===== config.mk =====
export PLATFORM = sky130hd
export DESIGN_NAME = pong_match_controller
export DESIGN_NICKNAME = d
export VERILOG_FILES = /design/src/rtl/pong_pkg.sv /design/src/rtl/frame_countdown.sv /design/src/rtl/pong_match_controller.sv
export SDC_FILE = /design/constraint.sdc
export NUM_CORES = 1
export LEC_CHECK = 0
export ABC_CLOCK_PERIOD_IN_PS = 2700
export BUFFER_PORTS_ARGS = -buffer_cell sky130_fd_sc_hd__buf_2
export CAP_MARGIN = 15
export CORE_MARGIN = 2
export CORE_UTILIZATION = 40
export DETAILED_ROUTE_END_ITERATION = 8
export MAX_ROUTING_LAYER = met4
export PLACE_DENSITY = 0.59
export SETUP_SLACK_MARGIN = 0.4
export SYNTH_ARGS = -nofsm -noshare
export SYNTH_HDL_FRONTEND = slang
export SYNTH_SLANG_ARGS = --single-unit
export TNS_END_PERCENT = 5

===== constraint.sdc =====
create_clock -name i_CLK -period 2.7 [get_ports i_CLK]
set_input_delay 0.135 -clock i_CLK [delete_from_list [all_inputs] [get_ports i_CLK]]
set_output_delay 0.135 -clock i_CLK [all_outputs]
set_load 0.05 [all_outputs]

===== src/rtl/pong_pkg.sv =====
`default_nettype none
// ============================================================================
// Module   : pong_pkg
// Purpose  : Shared definitions for the Pong match controller and ball block:
//            FSM state encodings, winner codes and default key / command bytes.
// Revision : 1.0 - initial release
// ============================================================================
package pong_pkg;

  // Encodings are exported on o_state and consumed by the overlay renderer.
  typedef enum logic [2:0] {
    ST_IDLE      = 3'd0,
    ST_SERVE     = 3'd1,
    ST_PLAY      = 3'd2,
    ST_POINT     = 3'd3,
    ST_GAME_OVER = 3'd4
  } state_e;

  typedef enum logic [1:0] {
    WIN_NONE = 2'd0,
    WIN_P1   = 2'd1,
    WIN_P2   = 2'd2
  } winner_e;

  // Operator keys
  localparam logic [7:0] c_KEY_GO       = 8'd103;  // 'g'
  localparam logic [7:0] c_KEY_ABORT    = 8'd98;   // 'b'

  // Command bytes understood by the ball block
  localparam logic [7:0] c_BALL_START   = 8'd103;
  localparam logic [7:0] c_BALL_RESTART = 8'd98;

  // Match timing / length defaults
  localparam logic [3:0] c_WIN_SCORE    = 4'd7;
  localparam logic [7:0] c_SERVE_FRAMES = 8'd60;
  localparam logic [7:0] c_POINT_FRAMES = 8'd30;

endpackage
`default_nettype wire


===== src/rtl/frame_countdown.sv =====
`default_nettype none
// ============================================================================
// Module   : frame_countdown
// Purpose  : 8-bit loadable down-counter timed in video frames.
//            Load beats clear, clear beats a tick; the count parks at zero.
// Ports    : clk_i, rst_ni      - clock, async active-low reset
//            load_i, load_val_i - load a new interval
//            clear_i            - force the count to zero
//            tick_i             - one-cycle frame pulse, decrements count
//            count_o            - frames remaining (registered)
//            done_o             - tick arriving while count is 1 (combinational)
// Revision : 1.0 - initial release
// ============================================================================
module frame_countdown (
  input  logic       clk_i,
  input  logic       rst_ni,
  input  logic       load_i,
  input  logic [7:0] load_val_i,
  input  logic       clear_i,
  input  logic       tick_i,
  output logic [7:0] count_o,
  output logic       done_o
);

  logic [7:0] count_q;
  logic [7:0] count_d;

  always_comb begin
    count_d = count_q;
    if (load_i) begin
      count_d = load_val_i;
    end else if (clear_i) begin
      count_d = 8'd0;
    end else if (tick_i && (count_q != 8'd0)) begin
      count_d = count_q - 8'd1;
    end
  end

  always_ff @(posedge clk_i or negedge rst_ni) begin
    if (!rst_ni) begin
      count_q <= 8'd0;
    end else begin
      count_q <= count_d;
    end
  end

  assign count_o = count_q;
  // Done is combinational so the owning FSM can leave its state on the same
  // edge that would take the count from 1 to 0.
  assign done_o  = tick_i && (count_q == 8'd1);

endmodule
`default_nettype wire


===== src/rtl/pong_match_controller.sv =====
`default_nettype none
// ============================================================================
// Module   : pong_match_controller
// Purpose  : Match-level sequencer for the Pong ball datapath. Accepts operator
//            keys and ball score flags, keeps scores, times serve/point pauses
//            and drives START/RESTART commands into the ball block.
// Ports    : i_CLK, i_RST_n            - clock, async active-low reset
//            i_key_byte, i_key_valid   - received key and its strobe
//            i_frame_tick              - one pulse per video frame
//            i_p1_scored, i_p2_scored  - ball score flags (levels)
//            o_ball_key                - command byte to ball block, 0 = none
//            o_p1_score, o_p2_score    - current points
//            o_winner                  - 0 none, 1 P1, 2 P2
//            o_state                   - FSM state encoding
//            o_countdown               - frames left in SERVE/POINT, else 0
// Revision : 1.0 - initial release
// ============================================================================
module pong_match_controller
  import pong_pkg::*;
#(
  parameter logic [7:0] KEY_GO       = c_KEY_GO,
  parameter logic [7:0] KEY_ABORT    = c_KEY_ABORT,
  parameter logic [7:0] BALL_START   = c_BALL_START,
  parameter logic [7:0] BALL_RESTART = c_BALL_RESTART,
  parameter logic [3:0] WIN_SCORE    = c_WIN_SCORE,
  parameter logic [7:0] SERVE_FRAMES = c_SERVE_FRAMES,
  parameter logic [7:0] POINT_FRAMES = c_POINT_FRAMES
) (
  input  logic       i_CLK,
  input  logic       i_RST_n,
  input  logic [7:0] i_key_byte,
  input  logic       i_key_valid,
  input  logic       i_frame_tick,
  input  logic       i_p1_scored,
  input  logic       i_p2_scored,
  output logic [7:0] o_ball_key,
  output logic [3:0] o_p1_score,
  output logic [3:0] o_p2_score,
  output logic [1:0] o_winner,
  output logic [2:0] o_state,
  output logic [7:0] o_countdown
);

  state_e     state_q, state_d;
  winner_e    winner_q, winner_d;
  logic [3:0] p1_score_q, p1_score_d;
  logic [3:0] p2_score_q, p2_score_d;
  logic [7:0] ball_key_q, ball_key_d;
  logic       p1_hist_q, p2_hist_q;

  logic       key_go, key_abort;
  logic       p1_edge, p2_edge, p1_only, p2_only;
  logic       p1_wins, p2_wins;
  logic       cd_load, cd_clear, cd_done;
  logic [7:0] cd_load_val, cd_count;

  assign key_go    = i_key_valid && (i_key_byte == KEY_GO);
  assign key_abort = i_key_valid && (i_key_byte == KEY_ABORT);

  // Score flags are levels; only their rising edge counts as a point.
  assign p1_edge = i_p1_scored && !p1_hist_q;
  assign p2_edge = i_p2_scored && !p2_hist_q;
  assign p1_only = p1_edge && !p2_edge;
  assign p2_only = p2_edge && !p1_edge;
  assign p1_wins = p1_only && ((p1_score_q + 4'd1) == WIN_SCORE);
  assign p2_wins = p2_only && ((p2_score_q + 4'd1) == WIN_SCORE);

  frame_countdown u_countdown (
    .clk_i      (i_CLK),
    .rst_ni     (i_RST_n),
    .load_i     (cd_load),
    .load_val_i (cd_load_val),
    .clear_i    (cd_clear),
    .tick_i     (i_frame_tick),
    .count_o    (cd_count),
    .done_o     (cd_done)
  );

  // State register
  always_ff @(posedge i_CLK or negedge i_RST_n) begin
    if (!i_RST_n) begin
      state_q <= ST_IDLE;
    end else begin
      state_q <= state_d;
    end
  end

  // Next-state logic; abort outranks every other event.
  always_comb begin
    state_d = state_q;
    if (key_abort) begin
      state_d = ST_IDLE;
    end else begin
      case (state_q)
        ST_IDLE:      if (key_go)  state_d = ST_SERVE;
        ST_SERVE:     if (cd_done) state_d = ST_PLAY;
        ST_PLAY: begin
          if (p1_wins || p2_wins) begin
            state_d = ST_GAME_OVER;
          end else if (p1_edge || p2_edge) begin
            state_d = ST_POINT;
          end
        end
        ST_POINT:     if (cd_done) state_d = ST_SERVE;
        ST_GAME_OVER: if (key_go)  state_d = ST_SERVE;
        default:      state_d = ST_IDLE;
      endcase
    end
  end

  // Output / datapath next values, all keyed off the transition being taken.
  always_comb begin
    p1_score_d  = p1_score_q;
    p2_score_d  = p2_score_q;
    winner_d    = winner_q;
    if (key_abort ||
        (key_go && ((state_q == ST_IDLE) || (state_q == ST_GAME_OVER)))) begin
      p1_score_d = 4'd0;
      p2_score_d = 4'd0;
      winner_d   = WIN_NONE;
    end else if (state_q == ST_PLAY) begin
      if (p1_only) p1_score_d = p1_score_q + 4'd1;
      if (p2_only) p2_score_d = p2_score_q + 4'd1;
      if (p1_wins) winner_d = WIN_P1;
      if (p2_wins) winner_d = WIN_P2;
    end

    // Any entry into a timed state reloads the counter, which also discards a
    // frame tick that coincides with the transition.
    cd_load     = ((state_d == ST_SERVE) && (state_q != ST_SERVE)) ||
                  ((state_d == ST_POINT) && (state_q != ST_POINT));
    cd_load_val = (state_d == ST_POINT) ? POINT_FRAMES : SERVE_FRAMES;
    cd_clear    = (state_d == ST_IDLE) || (state_d == ST_GAME_OVER);

    case (state_d)
      ST_SERVE: ball_key_d = 8'd0;
      // START is a single-cycle command issued only on PLAY entry.
      ST_PLAY:  ball_key_d = (state_q == ST_SERVE) ? BALL_START : 8'd0;
      default:  ball_key_d = BALL_RESTART;
    endcase
  end

  always_ff @(posedge i_CLK or negedge i_RST_n) begin
    if (!i_RST_n) begin
      p1_score_q <= 4'd0;
      p2_score_q <= 4'd0;
      winner_q   <= WIN_NONE;
      ball_key_q <= BALL_RESTART;
      p1_hist_q  <= 1'b0;
      p2_hist_q  <= 1'b0;
    end else begin
      p1_score_q <= p1_score_d;
      p2_score_q <= p2_score_d;
      winner_q   <= winner_d;
      ball_key_q <= ball_key_d;
      p1_hist_q  <= i_p1_scored;
      p2_hist_q  <= i_p2_scored;
    end
  end

  assign o_ball_key  = ball_key_q;
  assign o_p1_score  = p1_score_q;
  assign o_p2_score  = p2_score_q;
  assign o_winner    = winner_q;
  assign o_state     = state_q;
  assign o_countdown = cd_count;

endmodule
`default_nettype wire


# --- After elaboration in Yosys (flattened, before gate mapping) ---
# Cells that the tools add are included.
totals:
  reg_bits: 31
  input_bits: 14
  output_inout_bits: 29
  word_cells: 84
classes:
  addsub: 3
  n_eq_ne: 15
  mux: 23
  n_reduce_logical: 35
op_table:
  columns: ["cell", "n"]
  rows:
  - ["2-to-1 mux 4 bit", 6]
  - ["2-to-1 mux 8 bit", 3]
  - ["2-to-1 mux 3 bit", 6]
  - ["equality test 8 x 7 -> 1 bit, second input constant", 2]
  - ["case mux 7 bit (2 select lines)", 1]
  - ["logical AND 1 bit", 13]
  - ["equality test 3 x 2 -> 1 bit, second input constant", 4]
  - ["case mux 3 bit (4 select lines)", 1]
  - ["adder 4 x 1 -> 4 bit, second input constant", 2]
  - ["equality test 4 x 3 -> 1 bit, second input constant", 2]
  - ["equality test 8 x 1 -> 1 bit, second input constant", 1]
  - ["2-to-1 mux 2 bit", 4]
  - ["nonzero test 8 bit", 1]
  - ["subtractor 8 x 1 -> 8 bit, second input constant", 1]
  - ["2-to-1 mux 7 bit", 1]
  - ["equality test 3 x 1 -> 1 bit, second input constant", 2]
  - ["equality test 3 bit, second input constant", 2]
  - ["zero test 3 bit", 2]
  - ["logical OR 1 bit", 6]
  - ["2-to-1 mux 6 bit", 1]
  - ["AND reduction 2 bit", 3]
  - ["nonzero test 2 bit", 3]
  - ["nonzero test 3 bit", 2]
  - ["zero test 1 bit", 4]
  - ["3 further kinds", 3]

# --- Longest topological paths before layout ---
depth:
  depth_word: 13
  depth_mapped: 8
  mapped_depth_nobuf: 8

# --- Modules after synthesis ---
# A second synthesis with hierarchy kept.
hier_totals:
  cells_unflattened: 169
  hier_area_um2: 1610.3
by_module_without_submodules:
  columns: ["mod", "n_inst", "cells_each", "area_each_um2", "seq_area_each_um2"]
  rows:
  - ["pong_match_controller", 1, 106, 1031.0, 426.7]
  - ["frame_countdown", 1, 63, 579.3, 200.2]

# --- Least setup slack after synthesis ---
# Ideal clock, no wire load.
synth_path:
  path_type: "flip-flop to flip-flop"
  from: "register u_countdown.count_q[1] (netlist: u_countdown.count_o[1])"
  to: "register u_countdown.count_q[7] (netlist: u_countdown.count_o[7])"
  setup_time_ns: 0.078
  arrival_ns: 2.313
  required_time_ns: 2.622
  path_slack_ns: 0.310
  stages_incl_launch_ff: 9
  n_path_buf: 0
  synth_period_minus_slack_ns: 2.390
  path_cell_list: "dfrtp_1 -> inv_1 -> ha_1 -> and2_1 -> and3_2 -> xnor2_1 -> a32o_1 -> or4b_4 -> a21oi_1"
synth_via:
  elab_chain_len: 9
  word_cells_on_any_way: 21
  cone_classes: "1 x add/sub; 4 x eq/ne; 7 x mux; 9 x reduce/logical"
synth_lines:
  columns: ["item", "line_no", "source"]
  rows:
  - ["start: declaration", "frame_countdown.sv:25", "logic [7:0] count_q;"]
  - ["start signal: assignment", "frame_countdown.sv:43", "count_q <= count_d;"]
  - ["equality test 8 x 1 -> 1 bit", "frame_countdown.sv:50", "assign done_o = tick_i && (count_q == 8'd1);"]
  - ["logical AND 1 bit", "frame_countdown.sv:50", null]
  - ["2-to-1 mux 3 bit (on tied branches)", "pong_match_controller.sv:104, pong_match_controller.sv:96", null]
  - ["case mux 3 bit (4 select lines)", "pong_match_controller.sv:94", "case (state_q)"]
  - ["2-to-1 mux 3 bit", "pong_match_controller.sv:91", "if (key_abort) begin"]
  - ["equality test 3 bit (tied with other cells)", "pong_match_controller.sv:133", "cd_clear = (state_d == ST_IDLE) || (state_d == ST_GAME_OVER);"]
  - ["logical OR 1 bit (tied with other cells)", "pong_match_controller.sv:133", null]
  - ["2-to-1 mux 8 bit / logical OR 1 bit (equally long branches)", "frame_countdown.sv:32, pong_match_controller.sv:130", null]
  - ["2-to-1 mux 8 bit / nonzero test 3 bit (equally long branches)", null, null]
# Parallel ways exist; a longest one is shown, timed or not. The select of a mux whose other input is x is not followed.
# A chain may end at the register's enable or synchronous reset.

# --- Worst setup path in the final report ---
layout_path:
  from: "register u_countdown.count_q[2] (netlist: u_countdown.count_o[2])"
  to: "register u_countdown.count_q[7] (netlist: u_countdown.count_o[7])"
# The elaborated chain is that of the path after synthesis.

==> impl_metrics.tcl <==
set metrics [dict create \
    final_util_pct 49.19 \
    fin_nets 238 \
    max_freq_mhz 459.9 \
    antenna_found_initial 0 \
    cts_tree "yes" \
    synth_cells 173 \
    clock_latency_ns 0.27 \
    ctsHtreeMaxLevel 1 \
    cts_sinks 25 \
    worstHoldPathType "in2reg" \
    synth.avg_cell_area_sq_um 9.294 \
    setup_ws_ns 0.5254 \
    syn_area_sq_mm 0.001608 \
    fp.dieW_microns 67.40 \
    wire_per_inst_microns 13.73 \
    min_period_over_period_pct 80.54 \
    rsz0062_at_grt "yes" \
    crit_required_ns 2.90 \
    drv_cap 0 \
    layout.cells.most_common "buf_2" \
    register_area_sq_um 629.4 \
    vias 1412 \
    slowest_delay_ns 0.51 \
    core_area_sq_mm 0.003943 \
    grt_pass1_wl_mm 6.099 \
    die_y_microns 67.40 \
    crit_buf_inv 0 \
    ys.flop_type "dfrtp_1" \
    cp-end-kind "register" \
    worst_pin_slew_ns 0.5596 \
    worstPathMaxFanout 6 \
    gp_congestion 0.8312 \
    rows 23 \
    final-setup-viol-count 0 \
    gr-total-overflow 0 \
    post-place-ws_ns 0.4972 \
    synth_edf_count 0 \
    grt_usage_pct 18.22 \
    fin_crit_ns 2.175 \
    cts-root-buf "clkbuf_8" \
    numCtsBuffers 3 \
    path_class "reg2reg" \
    crit_family "simple AND/OR/NAND/NOR gates" \
    drive_above_1_share_pct 30.56 \
    arrival_ns 2.37 \
    setup_tns_ns 0 \
    vias_per_cell 5.308 \
    portBuffers 39 \
    worstPathCellList "nor4_4 -> and3_4 -> xnor2_1 -> a32o_2 -> or4b_4 -> a21oi_1" \
    status "completed" \
    cp-start-kind "register" \
    wl_mm 3.653 \
    drt_iter0_drc 43 \
    slew_viol_final 0 \
    drcViolationCount 0 \
    maxSlewHeadroom_pct 62.45 \
    layout-area-overhead-vs-synth_pct 20.62 \
    mostFrequentLayoutCells "buf_2 (39), dfrtp_1 (22), nor2_1 (18)" \
    grt_pass1_vias 1376 \
    ys_types 45 \
    fill_cells 379 \
    insertedDiodeCount 0 \
    ios 43 \
    hold_viol_final 0 \
    finClkSkew_ns 0.006374 \
    postSynth.asyncResetShare_pct 100.0 \
    irDropWorstVdd_v 0.0001676 \
    dieArea_sq_mm 0.004543 \
    grt_max_degree 26 \
    power.leakage_nw 0.9725 \
    p_per_area_mw_per_mm2 432.5 \
    ys_warn_count 0 \
    multi_input_comb_area_sq_um 920.9 \
    dr.pass1.iters 4 \
    cts_buffer_depth 2 \
    dp_hpwl_mm 2.754 \
    antenna_left 0 \
    slowest_stage "or4b_4" \
    ys_seq_elements 25 \
    start_util_pct 40.78 \
    whs_ns 0.3220 \
    yosysSeqAreaShare_pct 38.99 \
    clkTransAtPathRegs_ns 0.09 \
]
==> worst register-to-register path, cell delays in order, from the launching register on <==
cell	delay (ns)
dfrtp_2	0.47
nor4_4	0.38
and3_4	0.28
xnor2_1	0.12
a32o_2	0.20
or4b_4	0.51
a21oi_1	0.14
==> final timing paths <==
check / cells after the start / from / to / slack [ns]
worst max register to register: 6 / u_countdown.count_o[2] / u_countdown.count_o[7] / 0.53
worst min register to register: 2 / o_winner[1] / o_winner[1] / 0.54
worst min-delay path: 4 / i_key_byte[0] / o_state[2] / 0.32
max in group asynchronous: 2 / i_RST_n / u_countdown.count_o[1] / 1.92
worst max-delay path: 6 / u_countdown.count_o[2] / u_countdown.count_o[7] / 0.53
min in group asynchronous: 2 / i_RST_n / p2_hist_q / 0.38
==> per-stage QoR <==
| stage | power, W | cells | area, sq um |
|---|---|---|---|
| final | 0.0008387 | 266 | 1939 |
| after global routing | 0.0008849 | 266 | 1939 |
| after CTS | 0.0008511 | 265 | 1917 |
| after detailed placement | 0.0006151 | 258 | 1838 |
| after global placement | 0.0006115 | 258 | 1838 |
| after floorplan | 0.0005665 | 175 | 1618 |
==> state kept, by name, indices dropped and copies added, names as in the netlist <==
| register | cells |
|---|---|
| u_countdown.count_o | 8 |
| o_p1_score | 4 |
| o_p2_score | 4 |
| o_state | 3 |
| o_ball_key | 2 |
| o_winner | 2 |
| p1_hist_q | 1 |
| p2_hist_q | 1 |
==> final cells by class <==
class	instances	share of cell area, %
multi-input combinational	134	47.48
clock inverter	1	0.3871
timing repair buffer	45	12.77
tap	50	3.226
inverter	8	1.548
clock buffer	3	2.129
sequential	25	32.45
==> cell usage after synthesis, types with 2 or more instances <==
master,count,share of area (%)
nor2b_1,5,1.9
nand4_1,3,1.2
clkbuf_1,2,0.47
ha_1,7,5.4
o21ai_0,5,1.6
a41o_1,2,1.2
nand2_1,11,2.6
nor2_1,18,4.2
xor2_1,11,6.0
and4_1,2,1.1
xnor2_1,5,2.7
nand3b_1,2,0.93
or3_1,4,1.6
nand3_1,10,3.1
nand2b_1,3,1.2
inv_1,7,1.6
nor3_1,4,1.2
a22oi_1,5,2.3
dfrtp_1,24,37
a21oi_1,13,4.0
buf_4,6,2.8
==> what timing repair did <==
item,in CTS,in global routing
endpoints found under the hold margin,26,0
setup endpoints to repair,0,7
hold buffers,3,0
resized for setup,0,6
buffers inserted,0,1
==> layer usage <==
| metal | GRT usage, % | vias up | share of wire (%) |
|---|---|---|---|
| li1 | - | 700 | - |
| met4 | 6.888 | 0 | 1.6 |
| met5 | - | - | 0 |
| met2 | 33.04 | 37 | 51 |
| met1 | 20.42 | 668 | 44 |
| met3 | 2.167 | 7 | 4.1 |
==> power by group <==
group / switching [W] / internal (W) / leakage (nW) / total, W
Combinational: 0.000142 / 0.0000651 / 0.623 / 0.000207
Sequential: 0.0000174 / 0.000389 / 0.328 / 0.000406
Clock: 0.000121 / 0.000105 / 0.0217 / 0.000225
==> kinds of logic (layout without fill, tap and decap cells) <==
group	after synthesis	count (layout)	synth area share (%)
and+or+nand+nor	73	73	26.23
AOI/OAI and AO/OA	34	34	14.32
DFF	25	25	38.99
xor gates and xnor gates	16	16	8.716
buffers and inverters	16	57	5.136
adders and majority gates	7	7	5.447
other	1	3	0.2332
muxes	1	1	0.9336
(Power assumes the default switching activity.)
